File: src/rtl/icache_pkg.sv
// rtl/icache_pkg.sv - shared constants, types and address helpers for the icache tag path
package icache_pkg;

  localparam int ADDR_W = 32;
  localparam int IDX_W  = 6;
  localparam int OFF_W  = 3;
  localparam int TAG_W  = 23;
  localparam int SETS   = 1 << IDX_W;

  typedef enum logic [2:0] {
    ST_IDLE,
    ST_LOOKUP,
    ST_MISS_REQ,
    ST_MISS_WAIT,
    ST_FILL_WR
  } state_e;

  typedef struct packed {
    logic             v1;
    logic [TAG_W-1:0] tag1;
    logic             v0;
    logic [TAG_W-1:0] tag0;
  } tag_entry_t;

  function automatic logic [IDX_W-1:0] addr_idx(input logic [ADDR_W-1:0] addr);
    return addr[OFF_W +: IDX_W];
  endfunction

  function automatic logic [TAG_W-1:0] addr_tag(input logic [ADDR_W-1:0] addr);
    return addr[ADDR_W-1 -: TAG_W];
  endfunction

endpackage

File: src/rtl/icache_tag_cmp.sv
// rtl/icache_tag_cmp.sv - 2-way tag compare with hit-way and victim selection
module icache_tag_cmp
  import icache_pkg::*;
(
  input  tag_entry_t       entry,
  input  logic [TAG_W-1:0] tag,
  input  logic             lru_way,
  output logic             hit,
  output logic             hit_way,
  output logic             victim
);

  logic hit0;
  logic hit1;

  assign hit0 = entry.v0 && (entry.tag0 == tag);
  assign hit1 = entry.v1 && (entry.tag1 == tag);
  assign hit  = hit0 | hit1;

  // way0 wins when both ways match
  assign hit_way = ~hit0;

  // fill invalid ways first, way0 preferred, before falling back to LRU
  assign victim = !entry.v0 ? 1'b0 :
                  !entry.v1 ? 1'b1 : lru_way;

endmodule

File: src/rtl/icache_tag_ctrl.sv
// rtl/icache_tag_ctrl.sv - icache tag lookup/refill controller driving the tag SRAM port
// Optional perf counters enabled by ICACHE_TAG_PERF_EN.
module icache_tag_ctrl
  import icache_pkg::*;
(
  input  logic              clk0,
  input  logic              rst_aL,
  input  logic              req_valid,
  output logic              req_ready,
  input  logic [ADDR_W-1:0] req_addr,
  output logic              resp_valid,
  output logic              resp_hit,
  output logic              resp_way,
  output logic [IDX_W-1:0]  resp_idx,
  output logic              refill_req_valid,
  input  logic              refill_req_ready,
  output logic [ADDR_W-1:0] refill_req_addr,
  input  logic              refill_done,
  output logic              tag_csb0,
  output logic              tag_web0,
  output logic [1:0]        tag_wmask0,
  output logic [IDX_W-1:0]  tag_addr0,
  output logic [47:0]       tag_din0,
  input  logic [47:0]       tag_dout0
`ifdef ICACHE_TAG_PERF_EN
  ,
  output logic [31:0]       perf_hit_cnt,
  output logic [31:0]       perf_miss_cnt
`endif
);

  state_e           state_q;
  state_e           state_d;
  logic [TAG_W-1:0] tag_q;
  logic [IDX_W-1:0] idx_q;
  logic             victim_q;
  logic [SETS-1:0]  lru_q;

  tag_entry_t rd_entry;
  logic       cmp_hit;
  logic       cmp_way;
  logic       cmp_victim;
  logic       unused_offset;

  assign rd_entry      = tag_entry_t'(tag_dout0);
  assign unused_offset = ^req_addr[OFF_W-1:0];

  icache_tag_cmp u_cmp (
    .entry   (rd_entry),
    .tag     (tag_q),
    .lru_way (lru_q[idx_q]),
    .hit     (cmp_hit),
    .hit_way (cmp_way),
    .victim  (cmp_victim)
  );

  always_ff @(posedge clk0 or negedge rst_aL) begin
    if (!rst_aL) state_q <= ST_IDLE;
    else         state_q <= state_d;
  end

  always_comb begin
    state_d    = state_q;
    req_ready  = 1'b0;
    tag_csb0   = 1'b1;
    tag_web0   = 1'b1;
    tag_wmask0 = 2'b00;
    tag_addr0  = idx_q;
    tag_din0   = '0;
    case (state_q)
      ST_IDLE: begin
        // SRAM read is launched on the same edge that accepts the request
        req_ready = 1'b1;
        tag_csb0  = !req_valid;
        tag_addr0 = addr_idx(req_addr);
        if (req_valid) state_d = ST_LOOKUP;
      end
      ST_LOOKUP:    state_d = cmp_hit ? ST_IDLE : ST_MISS_REQ;
      ST_MISS_REQ:  if (refill_req_ready) state_d = ST_MISS_WAIT;
      ST_MISS_WAIT: if (refill_done) state_d = ST_FILL_WR;
      ST_FILL_WR: begin
        tag_csb0   = 1'b0;
        tag_web0   = 1'b0;
        tag_wmask0 = victim_q ? 2'b10 : 2'b01;
        tag_din0   = {1'b1, tag_q, 1'b1, tag_q};
        state_d    = ST_IDLE;
      end
      default: state_d = ST_IDLE;
    endcase
  end

  always_ff @(posedge clk0 or negedge rst_aL) begin
    if (!rst_aL) begin
      tag_q            <= '0;
      idx_q            <= '0;
      victim_q         <= 1'b0;
      lru_q            <= '0;
      resp_valid       <= 1'b0;
      resp_hit         <= 1'b0;
      resp_way         <= 1'b0;
      resp_idx         <= '0;
      refill_req_valid <= 1'b0;
      refill_req_addr  <= '0;
    end else begin
      resp_valid <= 1'b0;
      case (state_q)
        ST_IDLE: begin
          if (req_valid) begin
            tag_q <= addr_tag(req_addr);
            idx_q <= addr_idx(req_addr);
          end
        end
        ST_LOOKUP: begin
          if (cmp_hit) begin
            resp_valid   <= 1'b1;
            resp_hit     <= 1'b1;
            resp_way     <= cmp_way;
            resp_idx     <= idx_q;
            lru_q[idx_q] <= ~cmp_way;
          end else begin
            victim_q         <= cmp_victim;
            refill_req_valid <= 1'b1;
            refill_req_addr  <= {tag_q, idx_q, {OFF_W{1'b0}}};
          end
        end
        ST_MISS_REQ: begin
          if (refill_req_ready) refill_req_valid <= 1'b0;
        end
        ST_FILL_WR: begin
          resp_valid   <= 1'b1;
          resp_hit     <= 1'b0;
          resp_way     <= victim_q;
          resp_idx     <= idx_q;
          lru_q[idx_q] <= ~victim_q;
        end
        default: ;
      endcase
    end
  end

`ifdef ICACHE_TAG_PERF_EN
  always_ff @(posedge clk0 or negedge rst_aL) begin
    if (!rst_aL) begin
      perf_hit_cnt  <= '0;
      perf_miss_cnt <= '0;
    end else if (state_q == ST_LOOKUP) begin
      if (cmp_hit) perf_hit_cnt  <= perf_hit_cnt + 32'd1;
      else         perf_miss_cnt <= perf_miss_cnt + 32'd1;
    end
  end
`endif

endmodule

File: config.mk
export PLATFORM = sky130hd
export DESIGN_NAME = icache_tag_ctrl
export DESIGN_NICKNAME = d
export VERILOG_FILES = /design/src/rtl/icache_pkg.sv /design/src/rtl/icache_tag_cmp.sv /design/src/rtl/icache_tag_ctrl.sv
export SDC_FILE = /design/constraint.sdc
export NUM_CORES = 1
export LEC_CHECK = 0
export BUFFER_PORTS_ARGS = -buffer_cell sky130_fd_sc_hd__buf_2
export CORE_MARGIN = 5
export CORE_UTILIZATION = 55
export CTS_BUF_LIST = sky130_fd_sc_hd__clkbuf_8
export DETAILED_ROUTE_END_ITERATION = 12
export PLACE_DENSITY = 0.82
export SYNTH_ARGS = -nofsm -noshare
export SYNTH_HDL_FRONTEND = slang
export SYNTH_SLANG_ARGS = --single-unit
export TNS_END_PERCENT = 10
File: constraint.sdc
create_clock -name clk0 -period 2.8 [get_ports clk0]
set_input_delay 0 -clock clk0 [delete_from_list [all_inputs] [get_ports clk0]]
set_output_delay 0 -clock clk0 [all_outputs]
set_load 0.005 [all_outputs]
==> impl_metrics.py, run 1 <==
metrics = {
    "status": {
        "status": "complete, no violations",
    },
    "global_route": {
        "grt_pass1_vias": 6098,
        "overflow": 0,
        "antenna_found_initial": 0,
        "grt_max_degree": 87,
        "grt.total_usage": 0.2670,
        "grt_pass1_wl_um": 33130,
    },
    "power_and_ir_drop": {
        "p_per_area_nw_per_um2": 908.5,
        "p_leak_nw": 4.358,
        "p_seq_frac": 0.391,
        "power.net_switching_w": 0.003218,
        "swShare": 0.3961,
        "power_w": 0.008125,
        "power_frac_clock": 0.193,
        "pwr-share-comb": 0.417,
        "vdd_drop_max_mv": 0.7540,
        "p_int_w": 0.004907,
    },
    "timing": {
        "relSlewSlack": 0.2881,
        "finalHoldViolations": 0,
        "setup_viol_count_final": 0,
        "fin_skew_ps": 11.34,
        "fin_crit_sh": 0.9512,
        "rsz0062_at_grt": "false",
        "fmax_mhz": 375.5,
        "hold_ws_ps": 209.5,
        "worst_slew_pin_slew_ps": 1068,
        "tns_ps": 0,
        "drv_slew": 0,
        "post-route-min-period_ps": 2663,
    },
    "final_layout": {
        "finalNonFillerCells": 1003,
        "fill_cells": 892,
        "antenna_cells": 0,
        "mostFrequentLayoutCell": "buf_2",
        "drive_gt1_frac": 0.4160,
        "ff_latch_area_um2": 3403,
        "area_growth_pct": 23.35,
        "nNetsFinal": 901,
        "multi_input_area_um2": 3422,
        "mostFrequentLayoutCells": "178 x buf_2, 136 x dfrtp_1, 85 x mux2_2",
    },
    "clocking": {
        "cts_buffer_depth": 2,
        "cts_made_buffers": 17,
        "cts_tree": "built",
        "cts_root_buf": "clkbuf_8",
        "clk_latency_ps": 440,
        "numClockSinks": 136,
        "cts.clk_slew.worst_paths_ps": 70,
        "cts_max_level": 4,
        "post_cts_buffers": 0,
    },
    "critical_path": {
        "critical_path_class": "reg2reg",
        "path_cells": "xor2_1 > nor4_2 > buf_4 > nand2_1 > nor2_1 > a31oi_4 > buf_12 > nor3_1 > mux2_1",
        "startpoint_type": "flop",
        "cp.arrival_ps": 2980,
        "worstPathRequired_ps": 3120,
        "cpPeakStageDelay_ps": 470,
        "cp_slowest_cell": "dfrtp_1",
        "cp_max_fo": 40,
        "end_kind": "flop",
    },
    "run": {
        "drv_cap": 0,
    },
    "routing": {
        "drt_iter0_markers": 429,
        "num_vias": 5922,
        "drc": 0,
        "post_drt_wl_per_cell_um": 20.89,
        "ant_nets": 0,
        "vias_per_cell": 5.904,
        "drt_wl_total_um": 20950,
        "firstDrtPassIters": 5,
    },
    "synth": {
        "synth_warnings": 0,
        "yosys.cell_types.count": 47,
        "syn_area_um2": 7251,
        "ys_seq_elements": 136,
        "synthFlopType": "dfrtp_1",
        "synth_edf_count": 0,
        "avgSynthCellArea_um2": 11.53,
        "yosysSeqAreaShare": 0.4694,
        "synthCells": 629,
        "ys_async_sr_fraction": 1.000,
    },
    "placement": {
        "gp_congestion": 0.9339,
        "dp.cells": 939,
        "numPortBuffers": 179,
        "hpwlAfterDp_um": 14290,
    },
    "floorplan": {
        "die_area_um2": 15580,
        "core_area_um2": 13090,
        "start_util": 0.5541,
        "die_h_um": 124.8,
        "ios": 186,
        "die_x_um": 124.8,
        "rows": 42,
    },
    "worst_hold_path": {
        "hold_class": "in2reg",
    },
}
## cell families after synthesis
family          after synthesis  synth area share
compound gates               49           0.04262
xor+xnor                     46           0.05556
buf+inv                      79           0.06350
flops                       136            0.4694
mux                         148            0.2343
other cells                   1         0.0005172
simple gates                170            0.1341
## flip-flops by register name (all words and copies together), names as in the netlist
register and flops:
victim_q 1, state_q 3, resp_way 1, refill_req_addr 29, idx_q 6, resp_hit 1
resp_idx 6, lru_q 64, resp_valid 1, refill_req_valid 1, tag_q 23
## layout make-up
class / instances / area share
inverters: 6 / 0.002518
clock buffers: 20 / 0.03078
well taps: 176 / 0.02462
flip-flops and latches: 136 / 0.3805
clock inverters: 10 / 0.01161
repair buffers: 239 / 0.1673
multi-input cells: 416 / 0.3826
## layer usage
layer	global-route usage	part of all wire	wire length, um	vias up
met3	0.07547	0.083	1742	65
met1	0.3366	0.39	8130	2948
met5	0	0	0	-
met2	0.4323	0.49	10370	310
met4	0.1148	0.034	709	0
li1	-	-	-	2599
## power by group through the flow
stage	sequential [W]	clock, W	combinational (W)
floorplan	0.00291	0	0.00212
global placement	0.00312	0	0.00315
detailed placement	0.00316	0	0.00325
CTS	0.00313	0.00158	0.00331
global route	0.00324	0.00168	0.00362
finish	0.00318	0.00156	0.00338
## through the flow
| step | area (um^2) | utilization | setup slack (ps) |
|---|---|---|---|
| after floorplan | 7258 | - | 625.5 |
| after global placement | 8212 | 0.6276 | 149.5 |
| after detailed placement | 8212 | 0.6276 | 66.10 |
| after CTS | 8931 | 0.6825 | 29.51 |
| after global routing | 8944 | 0.6835 | 0.6548 |
| final | 8944 | 0.6835 | 136.6 |
## synthesized netlist by cell type (all sizes together), types with 13 or more instances
cell	count	area share
dfrtp	136	0.47
a21oi	13	0.0090
and3	25	0.022
mux2	134	0.21
xor2	23	0.028
nor3	66	0.056
xnor2	23	0.028
clkbuf	20	0.010
nand2	22	0.011
buf	53	0.050
o21ai	14	0.0097
nor2	14	0.0072
## worst paths after layout
kind,start,to,slack (ps),cells after the start
setup / recovery,tag_q[12]$_DFFE_PN0P_,lru_q[20]$_DFFE_PN0P_,140,9
hold / removal,req_valid,idx_q[0]$_DFFE_PN0P_,210,4
setup reg to reg,tag_q[12]$_DFFE_PN0P_,lru_q[20]$_DFFE_PN0P_,140,9
hold reg to reg,lru_q[0]$_DFFE_PN0P_,lru_q[0]$_DFFE_PN0P_,490,1
max in group asynchronous,rst_aL,lru_q[43]$_DFFE_PN0P_,1650,3
min in group asynchronous,rst_aL,tag_q[2]$_DFFE_PN0P_,290,2
## critical path: cells and delay by family, from the launching register on
kind / cells / cell delay [ps]
buffers and inverters: 2 / 400
and+or+nand+nor: 4 / 970
AOI/OAI and AO/OA: 1 / 160
xor gates and xnor gates: 1 / 180
DFF: 1 / 470
muxes: 1 / 360
## repair_timing
action                                 CTS  global route
hold buffers                            34             0
gates resized for setup                  0             2
endpoints found under the hold margin  116             0
setup endpoints to repair                0            64
Note: power is estimated with default switching activity, not from simulation.
==> run 2, diff against run 1 <==
--- a/config.mk
+++ b/config.mk
@@ -7,10 +7,10 @@
 export LEC_CHECK = 0
 export BUFFER_PORTS_ARGS = -buffer_cell sky130_fd_sc_hd__buf_2
 export CORE_MARGIN = 5
-export CORE_UTILIZATION = 55
+export CORE_UTILIZATION = 45
 export CTS_BUF_LIST = sky130_fd_sc_hd__clkbuf_8
 export DETAILED_ROUTE_END_ITERATION = 12
-export PLACE_DENSITY = 0.82
+export PLACE_DENSITY = 0.7
 export SYNTH_ARGS = -nofsm -noshare
 export SYNTH_HDL_FRONTEND = slang
 export SYNTH_SLANG_ARGS = --single-unit
==> run 2 against run 1 <==
- wire length fell by 1.4%
- clock-buffer cell count decreased by 2
- sequential cell count stayed put
- sequential share of layout area decreased by 0.17 points
- design area grew 0.45%
- register-to-register slack better by 20 ps
- die area increased by 20%
- power fell by 0.84%
- fmax up 0.72%
- worst hold slack lost 29 ps
- combinational power down 1%
- largest power group unchanged
==> impl_metrics.py, run 2 (synthesized netlist as in run 1, its figures left out) <==
metrics = {
    "status": {
        "status": "complete, no violations",
    },
    "placement": {
        "dp.cells": 980,
        "gp_congestion": 0.9609,
        "numPortBuffers": 179,
        "hpwlAfterDp_um": 14700,
    },
    "power_and_ir_drop": {
        "p_seq_frac": 0.391,
        "p_int_w": 0.004778,
        "p_leak_nw": 4.342,
        "pwr-share-comb": 0.414,
        "power_w": 0.008056,
        "p_per_area_nw_per_um2": 896.8,
        "swShare": 0.4069,
        "power_frac_clock": 0.195,
        "power.net_switching_w": 0.003278,
        "vdd_drop_max_mv": 0.6067,
    },
    "timing": {
        "finalHoldViolations": 0,
        "relSlewSlack": 0.4298,
        "tns_ps": 0,
        "setup_viol_count_final": 0,
        "drv_slew": 0,
        "worst_slew_pin_slew_ps": 855.3,
        "fmax_mhz": 378.2,
        "rsz0062_at_grt": "false",
        "fin_crit_sh": 0.9444,
        "fin_skew_ps": 11.45,
        "post-route-min-period_ps": 2644,
        "hold_ws_ps": 180.3,
    },
    "clocking": {
        "cts_buffer_depth": 2,
        "cts_root_buf": "clkbuf_8",
        "cts_max_level": 4,
        "post_cts_buffers": 0,
        "cts.clk_slew.worst_paths_ps": 80,
        "numClockSinks": 136,
        "cts_tree": "built",
        "cts_made_buffers": 17,
        "clk_latency_ps": 460,
    },
    "final_layout": {
        "layout_top_registers": "lru_q x64, refill_req_addr x29, tag_q x23",
        "regMostFlops": "lru_q",
        "multi_input_area_um2": 3425,
        "fill_cells": 1322,
        "largest_register_ffs": 64,
        "mostFrequentLayoutCell": "buf_2",
        "area_growth_pct": 23.90,
        "drive_gt1_frac": 0.4200,
        "ff_latch_area_um2": 3403,
        "nNetsFinal": 903,
        "mostFrequentLayoutCells": "178 x buf_2, 136 x dfrtp_1, 85 x mux2_2",
        "antenna_cells": 0,
        "finalNonFillerCells": 1047,
    },
    "run": {
        "drv_cap": 0,
    },
    "floorplan": {
        "die_area_um2": 18750,
        "die_x_um": 136.9,
        "rows": 46,
        "ios": 186,
        "start_util": 0.4581,
        "core_area_um2": 15830,
        "die_h_um": 136.9,
    },
    "routing": {
        "drt_iter0_markers": 467,
        "drt_wl_total_um": 20660,
        "vias_per_cell": 5.535,
        "num_vias": 5795,
        "drc": 0,
        "post_drt_wl_per_cell_um": 19.73,
        "firstDrtPassIters": 7,
        "ant_nets": 0,
    },
    "worst_hold_path": {
        "hold_class": "in2async",
    },
    "critical_path": {
        "crit_path_frequent_cell": "buf_4",
        "cp.arrival_ps": 2980,
        "cpPeakStageDelay_ps": 440,
        "critPathTopFamily": "simple AND/OR/NAND/NOR gates",
        "critPathBufInv": 2,
        "path_cells": "xor2_1 > nor4_2 > buf_4 > nand4_1 > nor2_2 > a31oi_4 > buf_4 > nor3_1 > mux2_1",
        "cp_slowest_cell": "dfrtp_1",
        "worstPathRequired_ps": 3130,
        "startpoint_type": "flop",
        "cp_max_fo": 22,
        "critical_path_class": "reg2reg",
        "r2r_slack_ps": 160,
        "end_kind": "flop",
    },
    "global_route": {
        "grt_pass1_vias": 5972,
        "grt_pass1_wl_um": 32730,
        "grt.total_usage": 0.2257,
        "antenna_found_initial": 0,
        "grt_max_degree": 68,
        "overflow": 0,
    },
}
[run 2: power by group through the flow]
stage / registers [W] / logic (W) / clock network [W]
3_3_place_gp: 0.00314 / 0.00316 / 0
3_5_place_dp: 0.00316 / 0.00324 / 0
2_1_floorplan: 0.00291 / 0.00212 / 0
4_1_cts: 0.00313 / 0.00331 / 0.00161
5_1_grt: 0.00322 / 0.00358 / 0.00170
6_report: 0.00315 / 0.00333 / 0.00157
[run 2: final timing paths]
kind | startpoint | to | depth (start not counted)
worst min register to register | lru_q[60]$_DFFE_PN0P_ | lru_q[60]$_DFFE_PN0P_ | 1
worst min-delay path | rst_aL | tag_q[0]$_DFFE_PN0P_ | 2
worst max register to register | tag_q[7]$_DFFE_PN0P_ | lru_q[21]$_DFFE_PN0P_ | 9
min in group clk0 | tag_dout0[47] | victim_q$_DFFE_PN0P_ | 5
worst max-delay path | tag_q[7]$_DFFE_PN0P_ | lru_q[21]$_DFFE_PN0P_ | 9
max in group asynchronous | rst_aL | lru_q[43]$_DFFE_PN0P_ | 3
[run 2: final cells by class]
cell class,count,area share
Inverter,6,0.002507
Tap cell,216,0.03008
Clock buffer,18,0.02758
Clock inverter,14,0.01546
Sequential cell,136,0.3788
Timing Repair Buffer,241,0.1643
Multi-Input combinational cell,416,0.3812
[run 2: routing by layer]
metal	share of wire	GRT usage	vias to the layer above
met5	0	0	-
met4	0.028	0.08426	0
met3	0.066	0.05515	54
met2	0.48	0.3580	234
met1	0.43	0.3002	2901
li1	-	-	2606
[run 2: repair_timing]
action | CTS | global route
hold endpoints to repair | 97 | 0
setup endpoints to repair | 0 | 53
hold buffers | 35 | 0
gates resized for setup | 0 | 3
[run 2: metrics by stage]
| stage | cell area (um^2) | utilization | setup WS (ps) |
|---|---|---|---|
| 5_1_grt | 8984 | 0.5676 | 6.315 |
| 4_1_cts | 8969 | 0.5666 | 61.65 |
| 6_report | 8984 | 0.5676 | 155.7 |
| 3_5_place_dp | 8232 | 0.5201 | 143.3 |
| 2_1_floorplan | 7258 | - | 625.5 |
| 3_3_place_gp | 8232 | 0.5201 | 137.9 |
